**config.mk**
```make
export PLATFORM = sky130hd
export DESIGN_NAME = mult_datapath
export DESIGN_NICKNAME = d
export VERILOG_FILES = /design/src/rtl/mult_pkg.sv /design/src/rtl/mult_result_reg.sv /design/src/rtl/mult_datapath.sv
export SDC_FILE = /design/constraint.sdc
export NUM_CORES = 1
export LEC_CHECK = 0
export ABC_AREA = 1
export BUFFER_PORTS_ARGS = -buffer_cell sky130_fd_sc_hd__buf_2
export CORE_MARGIN = 8
export CORE_UTILIZATION = 50
export DETAILED_ROUTE_END_ITERATION = 12
export GPL_ROUTABILITY_DRIVEN = 0
export GPL_TIMING_DRIVEN = 0
export PLACE_DENSITY_LB_ADDON = 0.05
export SLEW_MARGIN = 20
export SYNTH_ARGS = -nofsm -noshare
export SYNTH_HDL_FRONTEND = slang
export SYNTH_HIERARCHICAL = 1
export SYNTH_SLANG_ARGS = --single-unit
```
**constraint.sdc**
```tcl
create_clock -name i_clk -period 2 [get_ports i_clk]
set_input_delay 0.6 -clock i_clk [delete_from_list [all_inputs] [get_ports i_clk]]
set_output_delay 0.6 -clock i_clk [all_outputs]
set_load 0.05 [all_outputs]
```
**src/rtl/mult_pkg.sv**
```systemverilog
// Shared definitions for the shift-add multiplier control FSM and datapath.
package mult_pkg;

    localparam int MULT_WIDTH = 8;

    typedef struct packed {
        logic load;
        logic add;
        logic shift;
        logic stop;
    } mult_cmd_t;

    // Iteration counter must hold the value WIDTH itself, not just WIDTH-1.
    function automatic int cnt_width(input int width);
        return $clog2(width + 1);
    endfunction

endpackage

```
**src/rtl/mult_result_reg.sv**
```systemverilog
// Result register with a valid flag cleared by a valid/ready handshake.
module mult_result_reg #(
    parameter int DW = 16
) (
    input  logic          i_clk,
    input  logic          i_rst,
    input  logic          i_clear,
    input  logic          i_capture,
    input  logic [DW-1:0] i_data,
    input  logic          i_ready,
    output logic [DW-1:0] o_data,
    output logic          o_valid
);

    logic [DW-1:0] data_q, data_d;
    logic          valid_q, valid_d;

    // Capture wins over a same-cycle handshake so a back-to-back result is never dropped.
    always_comb begin
        data_d  = data_q;
        valid_d = valid_q;
        if (i_clear) begin
            valid_d = 1'b0;
        end else if (i_capture) begin
            data_d  = i_data;
            valid_d = 1'b1;
        end else if (valid_q && i_ready) begin
            valid_d = 1'b0;
        end
    end

    always_ff @(posedge i_clk) begin
        if (i_rst) begin
            data_q  <= '0;
            valid_q <= 1'b0;
        end else begin
            data_q  <= data_d;
            valid_q <= valid_d;
        end
    end

    assign o_data  = data_q;
    assign o_valid = valid_q;

endmodule

```
**src/rtl/mult_datapath.sv**
```systemverilog
// Shift-add multiplier datapath: executes load/add/shift/stop on {C,A,Q}.
module mult_datapath
    import mult_pkg::*;
#(
    parameter int WIDTH = MULT_WIDTH
) (
    input  logic               i_clk,
    input  logic               i_rst,
    input  logic [WIDTH-1:0]   i_multiplicand,
    input  logic [WIDTH-1:0]   i_multiplier,
    input  logic               i_load,
    input  logic               i_add,
    input  logic               i_shift,
    input  logic               i_stop,
    output logic               o_lsb,
    output logic               o_last,
    output logic [2*WIDTH-1:0] o_product,
    output logic               o_valid,
    input  logic               i_ready
);

    localparam int            CW      = cnt_width(WIDTH);
    localparam logic [CW-1:0] CNT_MAX = CW'(WIDTH);

    mult_cmd_t cmd;
    assign cmd = '{load: i_load, add: i_add, shift: i_shift, stop: i_stop};

    logic [WIDTH-1:0] m_q, m_d;
    logic             c_q, c_d;
    logic [WIDTH-1:0] a_q, a_d;
    logic [WIDTH-1:0] q_q, q_d;
    logic [CW-1:0]    cnt_q, cnt_d;
    logic [WIDTH:0]   sum;
    logic             at_end;

    assign at_end = (cnt_q == CNT_MAX);

    // Add feeds the shifter directly so add+shift completes one iteration per cycle.
    always_comb begin
        m_d   = m_q;
        c_d   = c_q;
        a_d   = a_q;
        q_d   = q_q;
        cnt_d = cnt_q;
        sum   = {c_q, a_q};
        if (cmd.load) begin
            m_d   = i_multiplicand;
            q_d   = i_multiplier;
            a_d   = '0;
            c_d   = 1'b0;
            cnt_d = '0;
        end else if (!cmd.stop && !at_end) begin
            if (cmd.add) begin
                sum = {1'b0, a_q} + {1'b0, m_q};
            end
            if (cmd.shift) begin
                {c_d, a_d, q_d} = {1'b0, sum, q_q[WIDTH-1:1]};
                cnt_d           = cnt_q + CW'(1);
            end else begin
                {c_d, a_d} = sum;
            end
        end
    end

    always_ff @(posedge i_clk) begin
        if (i_rst) begin
            m_q   <= '0;
            c_q   <= 1'b0;
            a_q   <= '0;
            q_q   <= '0;
            cnt_q <= '0;
        end else begin
            m_q   <= m_d;
            c_q   <= c_d;
            a_q   <= a_d;
            q_q   <= q_d;
            cnt_q <= cnt_d;
        end
    end

    mult_result_reg #(
        .DW (2*WIDTH)
    ) u_result (
        .i_clk     (i_clk),
        .i_rst     (i_rst),
        .i_clear   (cmd.load),
        .i_capture (cmd.stop && !cmd.load),
        .i_data    ({a_q, q_q}),
        .i_ready   (i_ready),
        .o_data    (o_product),
        .o_valid   (o_valid)
    );

    assign o_lsb  = q_q[0];
    assign o_last = at_end;

endmodule

```
# Word level (Yosys, flattened, before mapping)
# Cells that the tools add are included.
classes:
  add_sub_neg: 2
  eq_ne: 1
  mux: 8
  bitwise: 1
  reduce_logical: 13
op_table:
  columns: ["operator", "count"]
  rows:
  - ["8-bit 2-to-1 mux", 4]
  - ["8-bit by 8-bit adder with 9-bit output", 1]
  - ["9-bit 2-to-1 mux", 1]
  - ["2-bit AND reduction", 3]
  - ["2-bit nonzero test", 3]
  - ["4-bit by 1-bit adder with 4-bit output, second input constant", 1]
  - ["4-bit equality test, second input constant", 1]
  - ["1-bit logical AND", 3]
  - ["1-bit zero test", 3]
  - ["1-bit 2-to-1 mux", 3]
  - ["2-bit OR reduction", 1]
  - ["1-bit NOT", 1]
word_totals:
  reg_bits: 46
  inputBits: 23
  output_inout_bits: 19
  word_cells: 32

# Longest topological paths before layout
# Gate-level depths: netlist of run 1.
depth:
  word_depth: 5
  ltp_mapped: 14
  ltp_nobuf: 14

# Modules after synthesis
# The synthesis of run 1 kept the hierarchy.
modules_own_cells:
  columns: ["mod", "instances", "cells_each", "area_each_um2", "seq_area_each_um2"]
  rows:
  - ["mult_datapath", 1, 254, 1731.7, 580.6]
  - ["mult_result_reg", 1, 110, 735.7, 340.3]

# Worst setup path after synthesis of run 1
# Ideal clock, no wire load.
synth_timing:
  path_kind: "in2reg"
  start: "input i_load"
  end: "register u_result.data_q[0] (netlist: u_result/o_data[0])"
  setup_ps: 64
  t_arrival_ps: 1629
  required_time_ps: 1936
  slack_ps: 306
  stages: 9
  path_buffers: 4
  path_cell_list: "buf_2 -> buf_2 -> nor2_1 -> buf_6 -> inv_2 -> nor2_4 -> buf_6 -> nor2_1 -> nor2_1"
synth_via:
  elab_chain_cells: 3
  elab_cells_between_ends: 4
  classes_between: "bitwise (1); reduce/logical (3)"
synth_rtl:
  columns: ["element", "line_no", "rtl"]
  rows:
  - ["start, declared", "mult_datapath.sv:11", "input logic i_load,"]
  - ["1-bit zero test", "mult_datapath.sv:87", ".i_capture (cmd.stop && !cmd.load),"]
  - ["1-bit logical AND", "mult_datapath.sv:87", null]
  - ["2-bit AND reduction (no line) *", null, null]
  - ["end signal, assigned", "mult_result_reg.sv:37", "data_q <= data_d;"]
  - ["end, declared", "mult_result_reg.sv:15", "logic [DW-1:0] data_q, data_d;"]
# Mark *: on every way between the ends. The rest lies on a longest branch, timed or not.
# A chain may end at the register's enable or synchronous reset.

# Worst setup path in the final report of run 1
layout_timing:
  start: "register cnt_q[0]"
  end: "output o_last"
layout_via:
  elab_chain_cells: 1
layout_rtl:
  columns: ["element", "line_no", "rtl"]
  rows:
  - ["start, declared", "mult_datapath.sv:32", "logic [CW-1:0] cnt_q, cnt_d;"]
  - ["start signal, assigned", "mult_datapath.sv:77", "cnt_q <= cnt_d;"]
  - ["4-bit equality test", "mult_datapath.sv:36", "assign at_end = (cnt_q == CNT_MAX);"]
  - ["end, declared", "mult_datapath.sv:16", "output logic o_last,"]
# Every way passes these cells.

==> summary.txt, run 1 <==
Floorplanning
  – Core ar.: 4750 um2
  – Number of top-level design ports: 42
  – Initial core utilization: a little over 50%
  – Height of the chip: 86.2 um
  – Count of standard-cell rows: 25
  – Area enclosed by the die boundary: 7440 um2
  – Floorplan die width: between 80 and 90 um

STA
  – Total of endpoints with negative setup slack in the final report: 0
  – RSZ-0062 raised after global routing: false
  – Final clock skew: 0.00677 ns
  – Slew at the pin closest to its max-slew limit: 0.451 ns
  – Max-slew violation count: 0
  – Shortest clock period the worst path allows after layout: between 1.5 and 2 ns
  – Period utilisation layout: 94.9%
  – Final hold violations: 0
  – Fmax: 527 MHz
  – Post-Route Hold Slack: 0.458 ns
  – Worst slew margin relative to its limit: between 60% and 70%

Finish
  – Layout net count: 447
  – Final Util: 60.3%
  – Area growth, synth to finish: 16.2%
  – Share of cells above drive strength 1: 20.3%
  – Inserted Diodes: 0
  – Non-filler cells, final: approximately 480
  – Post-Layout Inst Area: ~2900 um2

Drt
  – Post-route DRC: 0
  – Final wirelength: ~5.7 mm
  – Routed wl met2: about 2.7 mm
  – Detailed-route vias per instance: about 4.9
  – Number of vias in the routed layout: 2346
  – Max Used Layer: met4
  – Total length of routed met3 wires: 338 um
  – Mean routed wirelength per cell: 11.9 um
  – Drt initial violations: 175
  – Post-DRT Antenna Nets: 0
  – Wire length on met1: 2.65 mm
  – Number of optimization iterations in the first detailed-route pass: 4

Worst setup path
  – Cell type of the slowest stage on the worst timing path: sky130_fd_sc_hd__dfxtp_1
  – Category of cells accounting for the largest share of critical-path delay: buffers and inverters
  – Library cell appearing most often on the critical path: sky130_fd_sc_hd__inv_1
  – Worst setup EP type: output pin
  – Count of cell instances traversed by the critical path: 5
  – Crit-path max cell delay: around 0.32 ns
  – Reg2reg end: a_q[6]
  – Critical Path Start Type: flop
  – Crit Path Max Fanout: 4
  – Critical path data required time: ~1.4 ns
  – WP data arrival: between 1 and 1.5 ns
  – R2R cell count: 13
  – Register-to-register setup slack: 0.21 ns
  – Critical path buffers and inverters: 3
  – Worst path cell trace: inv_1 -> ha_1 -> nand3_2 -> inv_1 -> buf_2
  – Reg2reg start: a_q[0]
  – WS Path Type: flop to output pin

Outcome
  – Outcome: finished clean

Yosys
  – Most used standard cell by instance count after synthesis: sky130_fd_sc_hd__nand2_1
  – Flip-flop and latch count after synthesis: 46
  – Most instantiated cells after synthesis: sky130_fd_sc_hd__nand2_1 (78), sky130_fd_sc_hd__nor2_1 (54), sky130_fd_sc_hd__dfxtp_1 (46), sky130_fd_sc_hd__inv_1 (46), sky130_fd_sc_hd__nand3_1 (46)
  – Unique cell type count in the Yosys netlist: 32
  – Async set-or-reset flop fraction in the synthesized netlist: 0%
  – Top cell type by total area after synthesis: sky130_fd_sc_hd__dfxtp_1
  – Number of synthesized flops with an enable pin: 0
  – Number of standard cells after synthesis: 364
  – Top cell type's share of synthesized area: between 30% and 40%
  – Main synth FF type: sky130_fd_sc_hd__dfxtp_1
  – Total number of yosys warnings: 6
  – Post-synthesis cell area: 2470 um2
  – Mean area per synthesized cell: between 6 and 7 um2
  – Seq/Total Area, Yosys: 37.3%
  – Leading post-synthesis cells by cell area: sky130_fd_sc_hd__dfxtp_1 (37%), sky130_fd_sc_hd__nand2_1 (12%), sky130_fd_sc_hd__nand3_1 (9.3%)
  – Syn Nets: between 300 and 400

Clock network
  – CTS Root Buffer Type: sky130_fd_sc_hd__clkbuf_8
  – Number of clock buffers inserted by TritonCTS: 5
  – CTS sink cnt: 46
  – Buffer depth of the longest clock path: 2
  – Insertion delay to the later sink of the worst-skew pair: 0.30 ns
  – Number of hold buffers added after CTS: 0
  – Worst-path clk slew: roughly 0.090 ns
  – H-tree lvl count: 2
  – TritonCTS clock tree: done

Global routing
  – Via count of the first global-routing pass: 2253
  – Number of antenna violations at the first check in global routing: 0
  – Largest net degree at the start of global routing: 15
  – Aggregate global routing overflow: 0
  – GRT Util Overall: 16.2%
  – First-pass GRT wire length: 9.85 mm

Power
  – Leakage: 1.39 nW
  – Pwr/cell area: approximately 680 nW/um2
  – Largest voltage drop on the vdd net: 0.419 mV

Flow run
  – Max-cap check violation count: 0

Place
  – Count of placed standard cells including taps: 472
  – HPWL Detailed: between 4 and 5 mm
  – PortBufs: 41
  – Placement Cell Area: 2760 um2

Worst hold path
  – End of the worst hold path: u_result/o_valid
  – Min-Delay Startpoint: u_result/o_valid
  – Number of cells traversed by the worst hold path: 2
  – Worst min-delay path category: flop to flop
worst max path at each step:
stage / startpoint / endpoint / slack (ns)
after floorplan: i_load / u_result/o_data[0] / 0.31
after global placement: i_load / u_result/o_data[3] / -0.05
after detailed placement: i_load / u_result/o_data[3] / -0.05
after CTS: a_q[0] / a_q[5] / 0.08
after global routing: a_q[0] / a_q[6] / 0.006
final: cnt_q[0] / o_last / 0.10
state kept, by name, summed over array words and instances (netlist names):
name and count:
m_q 8, u_result/o_valid 1, u_result/o_data 16, a_q 8
cnt_q 4, q_q 8, c_q 1
kinds of logic (layout without fill, tap and decap cells):
family | after synthesis | in the layout | share of synthesized area, %
buffers and inverters | 68 | 118 | 12.2
multiplexers | 1 | 1 | 0.406
AO/OA/AOI/OAI | 42 | 42 | 9.43
adder cells (fa/ha/maj) | 11 | 11 | 5.88
flip-flops | 46 | 46 | 37.3
AND/OR/NAND/NOR | 196 | 196 | 34.8
worst reg2reg max path: cells and delay by family, from the launching register on:
family | cells | cell delay, ns
AND/OR/NAND/NOR | 8 | 0.66
adder cells (fa/ha/maj) | 2 | 0.52
flip-flops | 1 | 0.36
buffers and inverters | 3 | 0.14
cell type report:
class | count | area, um2
buffer | 13 | 93.8
tap | 67 | 83.8
inverter | 55 | 206
clock inverter | 1 | 8.76
timing repair buffer | 42 | 213
clock buffer | 7 | 86.3
sequential | 46 | 922
fill | 501 | 1890
multi-input combinational | 250 | 1250
layer usage:
metal	up-vias	track usage, %
met5	-	0
met4	0	4.69
met3	7	3.97
met2	45	27.6
met1	1046	19.7
li1	1248	-
power by group:
part | internal, mW | switching, mW
clock | 0.286 | 0.326
sequential | 0.958 | 0.0276
combinational | 0.116 | 0.230
total | 1.36 | 0.583
metrics by stage:
stage               setup TNS [ns]  total power, mW  setup WS, ns
detailed placement          -0.411             1.35       -0.0535
global placement            -0.452             1.35       -0.0479
finish                           0             1.94         0.103
floorplan                        0             1.26         0.306
CTS                              0             1.96        0.0762
global route                     0             2.04       0.00562
repair_timing:
item | in CTS | in global routing
buffers inserted | 0 | 1
gates resized for setup | 0 | 5
setup endpoints to repair | 0 | 6
cells in the final DEF (no fill, tap or decap), types with 2 or more instances in the layout:
| cell type | netlist | final |
|---|---|---|
| sky130_fd_sc_hd__nor2_2 | 2 | 2 |
| sky130_fd_sc_hd__clkbuf_8 | 0 | 6 |
| sky130_fd_sc_hd__nor2_1 | 54 | 54 |
| sky130_fd_sc_hd__a21oi_1 | 17 | 17 |
| sky130_fd_sc_hd__nand2_2 | 1 | 2 |
| sky130_fd_sc_hd__nor3_1 | 3 | 3 |
| sky130_fd_sc_hd__dfxtp_1 | 46 | 45 |
| sky130_fd_sc_hd__o21ai_0 | 9 | 9 |
| sky130_fd_sc_hd__o211ai_1 | 2 | 2 |
| sky130_fd_sc_hd__clkbuf_1 | 2 | 3 |
| sky130_fd_sc_hd__inv_1 | 46 | 45 |
| sky130_fd_sc_hd__nand2_1 | 78 | 77 |
| sky130_fd_sc_hd__or2_2 | 3 | 3 |
| sky130_fd_sc_hd__buf_6 | 5 | 5 |
| sky130_fd_sc_hd__nor2_4 | 3 | 3 |
| sky130_fd_sc_hd__o21ai_1 | 4 | 4 |
| sky130_fd_sc_hd__a31oi_1 | 7 | 7 |
| sky130_fd_sc_hd__ha_1 | 10 | 9 |
| sky130_fd_sc_hd__buf_2 | 6 | 47 |
| sky130_fd_sc_hd__nand3_1 | 46 | 46 |
| sky130_fd_sc_hd__inv_2 | 8 | 9 |
Note: power is estimated with default switching activity, not from simulation.
==> run 2, diff against run 1 <==
Settings changed: ABC_AREA 1 to default, CORE_UTILIZATION 50 to 35.
==> run 2 against run 1 <==
The flow now finishes with violations (setup timing). Area after synthesis increased by 4.0%. Core utilization decreased by 15 points. Global-route usage decreased by 2.5 points. Synthesized cell count decreased by 24%. Routed wire length increased by 15%. Critical path type is now flop to flop. Largest cell class unchanged.
==> summary.txt, run 2 <==
Outcome
  – Outcome: finished with violations
  – Failing checks: setup timing

Clock network
  – Insertion delay to the later sink of the worst-skew pair: 0.30 ns (about the same)
  – CTS Root Buffer Type: sky130_fd_sc_hd__clkbuf_8
  – H-tree lvl count: 2 (unchanged)
  – Number of hold buffers added after CTS: 0 (unchanged)
  – Worst-path clk slew: 0.09 ns (about the same)
  – TritonCTS clock tree: done
  – Buffer depth of the longest clock path: 2 (unchanged)
  – Number of clock buffers inserted by TritonCTS: 5 (unchanged)
  – CTS sink cnt: 46 (unchanged)

Yosys
  – Seq/Total Area, Yosys: 35.9% (-1.4 points)
  – Most used standard cell by instance count after synthesis: sky130_fd_sc_hd__dfxtp_1
  – Top cell type by total area after synthesis: sky130_fd_sc_hd__dfxtp_1
  – Syn Nets: 312 (-22%)
  – Mean area per synthesized cell: 9.23 um2 (+36%)
  – Top cell type's share of synthesized area: 35.9% (-1.4 points)
  – Number of standard cells after synthesis: 278 (-24%)
  – Leading post-synthesis cells by cell area: sky130_fd_sc_hd__dfxtp_1 (36%), sky130_fd_sc_hd__nand4bb_1 (7.0%), sky130_fd_sc_hd__mux2i_1 (6.6%)
  – Unique cell type count in the Yosys netlist: 51 (+59%)
  – Total number of yosys warnings: 6 (unchanged)
  – Main synth FF type: sky130_fd_sc_hd__dfxtp_1
  – Flip-flop and latch count after synthesis: 46 (unchanged)
  – Async set-or-reset flop fraction in the synthesized netlist: 0% (unchanged)
  – Most instantiated cells after synthesis: sky130_fd_sc_hd__dfxtp_1 (46), sky130_fd_sc_hd__nor2_1 (39), sky130_fd_sc_hd__mux2i_1 (17), sky130_fd_sc_hd__nand2b_1 (17), sky130_fd_sc_hd__nand4bb_1 (16)
  – Post-synthesis cell area: 2570 um2 (+4.0%)
  – Number of synthesized flops with an enable pin: 0 (unchanged)

Worst setup path
  – WP data arrival: 2.22 ns (+0.92 ns)
  – Crit-path max cell delay: 0.37 ns (+0.05 ns)
  – WS Path Type: flop to flop
  – Critical Path Start Type: flop
  – Crit Path Max Fanout: 4 (unchanged)
  – Cell type of the slowest stage on the worst timing path: sky130_fd_sc_hd__dfxtp_4
  – Worst setup EP type: flop
  – Worst path cell trace: ha_4 -> inv_2 -> fa_2 -> nor2b_4 -> o31a_1 -> nor2_1 -> o311a_4 -> a2111oi_4
  – Critical path data required time: 2.21 ns (+0.81 ns)

Power
  – Largest voltage drop on the vdd net: 0.306 mV (-27%)
  – Pwr/cell area: 604 nW/um2 (-11%)
  – Overall power of the completed layout: 1.96 mW (+0.71%)
  – Leakage: 1.32 nW (-5.0%)

Global routing
  – GRT Util Overall: 13.7% (-2.5 points)
  – Number of antenna violations at the first check in global routing: 0 (unchanged)
  – Via count of the first global-routing pass: 2274 (+0.93%)
  – First-pass GRT wire length: 11.2 mm (+14%)
  – Largest net degree at the start of global routing: 15 (unchanged)
  – Aggregate global routing overflow: 0 (unchanged)

Finish
  – Share of cells above drive strength 1: 35.6% (+15 points)
  – Flip-flop count of the largest register after layout: 16 (unchanged)
  – Inserted Diodes: 0 (unchanged)
  – Area growth, synth to finish: 26.2%
  – Most frequent cells in the layout: sky130_fd_sc_hd__buf_2 (45), sky130_fd_sc_hd__dfxtp_1 (39), sky130_fd_sc_hd__nor2_1 (38)
  – Commonest non-fill, non-tap cell in the layout: sky130_fd_sc_hd__buf_2
  – Layout net count: 370 (-17%)

STA
  – RSZ-0062 raised after global routing: true
  – Period utilisation layout: 101% (+5.9 points)
  – Shortest clock period the worst path allows after layout: 2.02 ns (+0.118 ns)
  – Final clock skew: 0.00423 ns (-0.00254 ns)
  – Total of endpoints with negative setup slack in the final report: 3 (+3)
  – Fmax: 496 MHz (-5.9%)
  – Setup WS post-layout: -0.0152 ns (-0.118 ns)
  – Worst slew margin relative to its limit: 61.5% (-8.4 points)
  – Max-slew violation count: 0 (unchanged)
  – Final hold violations: 0 (unchanged)
  – Slew at the pin closest to its max-slew limit: 0.575 ns (+0.124 ns)

Drt
  – Drt initial violations: 75 (-57%)
  – Mean routed wirelength per cell: 15.2 um (+27%)
  – Post-DRT Antenna Nets: 0 (unchanged)
  – Number of vias in the routed layout: 2212 (-5.7%)
  – Final wirelength: 6.63 mm (+15%)
  – Detailed-route vias per instance: 5.07 (+4.0%)
  – Number of optimization iterations in the first detailed-route pass: 4 (unchanged)
  – Post-route DRC: 0 (unchanged)

Floorplanning
  – Floorplan die width: 102 um (+18%)
  – Height of the chip: 102 um (+18%)
  – Count of standard-cell rows: 31 (+24%)
  – Area enclosed by the die boundary: 10300 um2 (+39%)
  – Initial core utilization: 35.8% (-16 points)
  – Number of top-level design ports: 42 (unchanged)
  – Core ar.: 7180 um2 (+51%)

Flow run
  – Max-cap check violation count: 0 (unchanged)

Worst hold path
  – Worst min-delay path category: flop to flop

Place
  – Worst slack, placed: -0.617 ns (-0.564 ns)
  – HPWL Detailed: 4.89 mm (+8.4%)
  – PortBufs: 41 (unchanged)
run 2: kinds of logic (layout without fill, tap and decap cells):
logic type / count (synthesis) / in the layout / share of synthesized area (%)
simple gates: 111 / 111 / 26.1
compound gates: 56 / 56 / 15.8
flops: 46 / 46 / 35.9
mux: 26 / 26 / 10.6
buf+inv: 24 / 83 / 4.58
fa+ha+maj: 11 / 11 / 5.66
xor+xnor: 4 / 4 / 1.37
run 2: stage by stage:
stage | instances | area, um2 | TNS (ns) | util, % | hold WS [ns]
floorplan | 278 | 2600 | 0 | - | 0.466
global placement | 418 | 2930 | -12.87 | 40.8 | 0.461
detailed placement | 418 | 2930 | -13.38 | 40.8 | 0.462
CTS | 430 | 3100 | -0.0394 | 43.2 | 0.480
global route | 436 | 3240 | -0.301 | 45.1 | 0.499
finish | 436 | 3240 | -0.0267 | 45.1 | 0.473
run 2: worst max-delay path: cells and delay by family, from the launching register on:
kind,cells,cell delay [ns]
DFF,1,0.37
and+or+nand+nor,2,0.21
AOI/OAI and AO/OA,3,0.81
buffers and inverters,1,0.03
adders and majority gates,2,0.50
run 2: area by class of cell:
class	instances	area, um2
timing repair buffer	51	290
fill	721	3940
multi-input combinational	208	1660
buffer	16	103
clock buffer	7	86.3
tap	99	124
inverter	8	30.0
clock inverter	1	8.76
sequential	46	937
run 2: report_power, final:
| part | switching (mW) | total [mW] | leakage, nW | internal (mW) |
|---|---|---|---|---|
| clock network | 0.339 | 0.626 | 0.0489 | 0.286 |
| registers | 0.0296 | 0.975 | 0.379 | 0.946 |
| logic | 0.193 | 0.355 | 0.893 | 0.162 |
run 2: final timing paths:
kind	endpoint	slack (ns)	from	depth (start not counted)
worst max-delay path	a_q[5]	-0.02	m_q[0]	8
worst min register to register	u_result/o_data[12]	0.47	u_result/o_data[12]	2
worst max register to register	a_q[5]	-0.02	m_q[0]	8
worst min-delay path	u_result/o_data[12]	0.47	u_result/o_data[12]	2
run 2: what timing repair did:
item	CTS	global route
pin swaps	6	4
setup buffers	4	6
hold endpoints to repair	0	0
setup endpoints to repair	21	18
resized for setup	14	26
run 2: per-layer routing:
metal	part of all wire [%]	global-route usage, %	up-vias
li1	-	-	1115
met2	49	22.6	42
met3	5.1	3.23	5
met5	0	0	-
met4	0.97	3.67	0
met1	45	17.3	1050
==> run 3, diff against run 2 <==
Settings changed: CAP_MARGIN from default to 10, CORE_MARGIN 8 to 2.
==> run 3 against run 2 <==
Sequential power barely moved. The flow still finishes with violations (setup timing). Maximum frequency down 0.15%. Die area down 22%. Via count decreased by 2.0%.
==> summary.txt, run 3 (synthesis gave the netlist of run 2 again) <==
STA
  – Shortest clock period the worst path allows after layout: 2.02 ns (+0.00296 ns)
  – Total of endpoints with negative setup slack in the final report: 2 (-1)
  – Max-slew violation count: 0 (unchanged)
  – Worst slew margin relative to its limit: 62.9% (+1.4 points)
  – Setup WS post-layout: -0.0181 ns (-0.00296 ns)
  – Final hold violations: 0 (unchanged)
  – Slew at the pin closest to its max-slew limit: 0.554 ns (-0.0211 ns)
  – Fmax: 496 MHz (-0.15%)
  – Final clock skew: 0.00912 ns (+0.00489 ns)
  – RSZ-0062 raised after global routing: true
  – Period utilisation layout: 101% (+0.15 points)

Clock network
  – Number of hold buffers added after CTS: 0 (unchanged)
  – CTS Root Buffer Type: sky130_fd_sc_hd__clkbuf_8
  – TritonCTS clock tree: done
  – H-tree lvl count: 2 (unchanged)
  – Worst-path clk slew: 0.09 ns (about the same)
  – Buffer depth of the longest clock path: 2 (unchanged)
  – CTS sink cnt: 46 (unchanged)
  – Number of clock buffers inserted by TritonCTS: 5 (unchanged)
  – Insertion delay to the later sink of the worst-skew pair: 0.30 ns (about the same)

Place
  – HPWL Detailed: 4.64 mm (-5.2%)
  – PortBufs: 41 (unchanged)
  – Placement Cell Area: 2930 um2 (unchanged)
  – Worst slack, placed: -0.598 ns (+0.0190 ns)

Worst setup path
  – Crit-path max cell delay: 0.37 ns (about the same)
  – Worst setup EP type: flop
  – WS Path Type: flop to flop
  – Worst path cell trace: ha_4 -> inv_2 -> fa_2 -> nor2b_4 -> o31a_1 -> nor2_2 -> o311a_4 -> a2111oi_4
  – Critical path data required time: 2.20 ns (about the same)
  – Category of cells accounting for the largest share of critical-path delay: compound AO/OA/AOI/OAI gates
  – Cell type of the slowest stage on the worst timing path: sky130_fd_sc_hd__dfxtp_2
  – Crit Path Max Fanout: 4 (unchanged)
  – Critical Path Start Type: flop
  – Critical path buffers and inverters: 1 (unchanged)
  – WP data arrival: 2.22 ns (about the same)

Finish
  – Commonest non-fill, non-tap cell in the layout: sky130_fd_sc_hd__buf_2
  – Post-Layout Inst Area: 3190 um2 (-1.6%)
  – Area taken by multi-input logic gates: 1630 um2 (-1.8%)
  – Flip-flop count of the largest register after layout: 16 (unchanged)
  – Most frequent cells in the layout: sky130_fd_sc_hd__buf_2 (44), sky130_fd_sc_hd__dfxtp_1 (40), sky130_fd_sc_hd__nor2_1 (38)
  – Share of cells above drive strength 1: 34.1% (-1.5 points)
  – Area growth, synth to finish: 24.2%
  – Layout net count: 371 (+0.27%)
  – FILL cells: 732 (+1.5%)
  – FF+latch area: 933 um2 (-0.40%)
  – Inserted Diodes: 0 (unchanged)

Drt
  – Final wirelength: 6.38 mm (-3.8%)
  – Number of vias in the routed layout: 2168 (-2.0%)
  – Detailed-route vias per instance: 4.97 (-2.0%)
  – Drt initial violations: 84 (+12%)
  – Mean routed wirelength per cell: 14.6 um (-3.8%)
  – Post-route DRC: 0 (unchanged)
  – Number of optimization iterations in the first detailed-route pass: 4 (unchanged)
  – Post-DRT Antenna Nets: 0 (unchanged)

Global routing
  – GRT Util Overall: 16.5% (+2.8 points)
  – Number of antenna violations at the first check in global routing: 0 (unchanged)
  – First-pass GRT wire length: 10.1 mm (-9.7%)
  – Aggregate global routing overflow: 0 (unchanged)
  – Largest net degree at the start of global routing: 14 (-1)
  – Via count of the first global-routing pass: 2006 (-12%)

Power
  – Overall power of the completed layout: 1.88 mW (-3.9%)
  – Leakage: 1.30 nW (-1.4%)
  – Pwr/cell area: 590 nW/um2 (-2.3%)
  – Largest voltage drop on the vdd net: 0.291 mV (-4.9%)

Floorplanning
  – Count of standard-cell rows: 31 (unchanged)
  – Initial core utilization: 35.8% (unchanged)
  – Area enclosed by the die boundary: 8030 um2 (-22%)
  – Floorplan die width: 89.6 um (-12%)
  – Core ar.: 7180 um2 (unchanged)
  – Number of top-level design ports: 42 (unchanged)
  – Height of the chip: 89.6 um (-12%)

Outcome
  – Outcome: finished with violations
  – Failing checks: setup timing

Flow run
  – Max-cap check violation count: 0 (unchanged)

Worst hold path
  – Worst min-delay path category: flop to flop
run 3: final cells by class:
class                      count  share of cell area, %
clock inverter                 1                  0.236
tap                           99                   3.89
timing repair buffer          52                   9.11
sequential                    46                   29.3
inverter                       8                  0.942
buffer                        16                   3.10
clock buffer                   6                   2.28
multi-input combinational    208                   51.2
run 3: timing repair:
action	CTS	global route
setup endpoints to repair	21	18
buffers inserted	4	7
resized for setup	17	12
cloned	0	0
pin swaps	6	2
run 3: path summary, 6_finish.rpt:
path / start / endpoint / slack, ns / depth (start not counted)
min reg2reg: u_result/o_data[10] / u_result/o_data[10] / 0.47 / 2
max reg2reg: m_q[0] / a_q[5] / -0.02 / 8
min: u_result/o_data[10] / u_result/o_data[10] / 0.47 / 2
max: m_q[0] / a_q[5] / -0.02 / 8
run 3: power by group:
| part | switching (mW) | internal (mW) |
|---|---|---|
| combinational | 0.190 | 0.158 |
| sequential | 0.0301 | 0.946 |
| clock | 0.316 | 0.241 |
| total | 0.536 | 1.35 |
run 3: layer usage:
metal  vias up  global-route usage, %  routed length [um]
li1       1113                      -                   -
met1      1022                   22.4                3120
met2        31                   27.5                3070
met3         2                   3.38                 179
met4         0                   2.85                  12
met5         -                      0                   0
run 3: tightest hold or removal path, delay by kind of cell (launching register included):
family / cells / cell delay (ns)
compound gates: 1 / 0.06
flops: 1 / 0.31
simple gates: 1 / 0.06
run 3: per-stage QoR:
step / instances / TNS, ns / hold slack, ns / util [%]
detailed placement: 418 / -13.05 / 0.462 / 40.8
global placement: 418 / -13.01 / 0.461 / 40.8
floorplan: 278 / 0 / 0.466 / -
CTS: 429 / -0.00655 / 0.477 / 43.3
finish: 436 / -0.0353 / 0.471 / 44.4
global route: 436 / -0.239 / 0.490 / 44.4
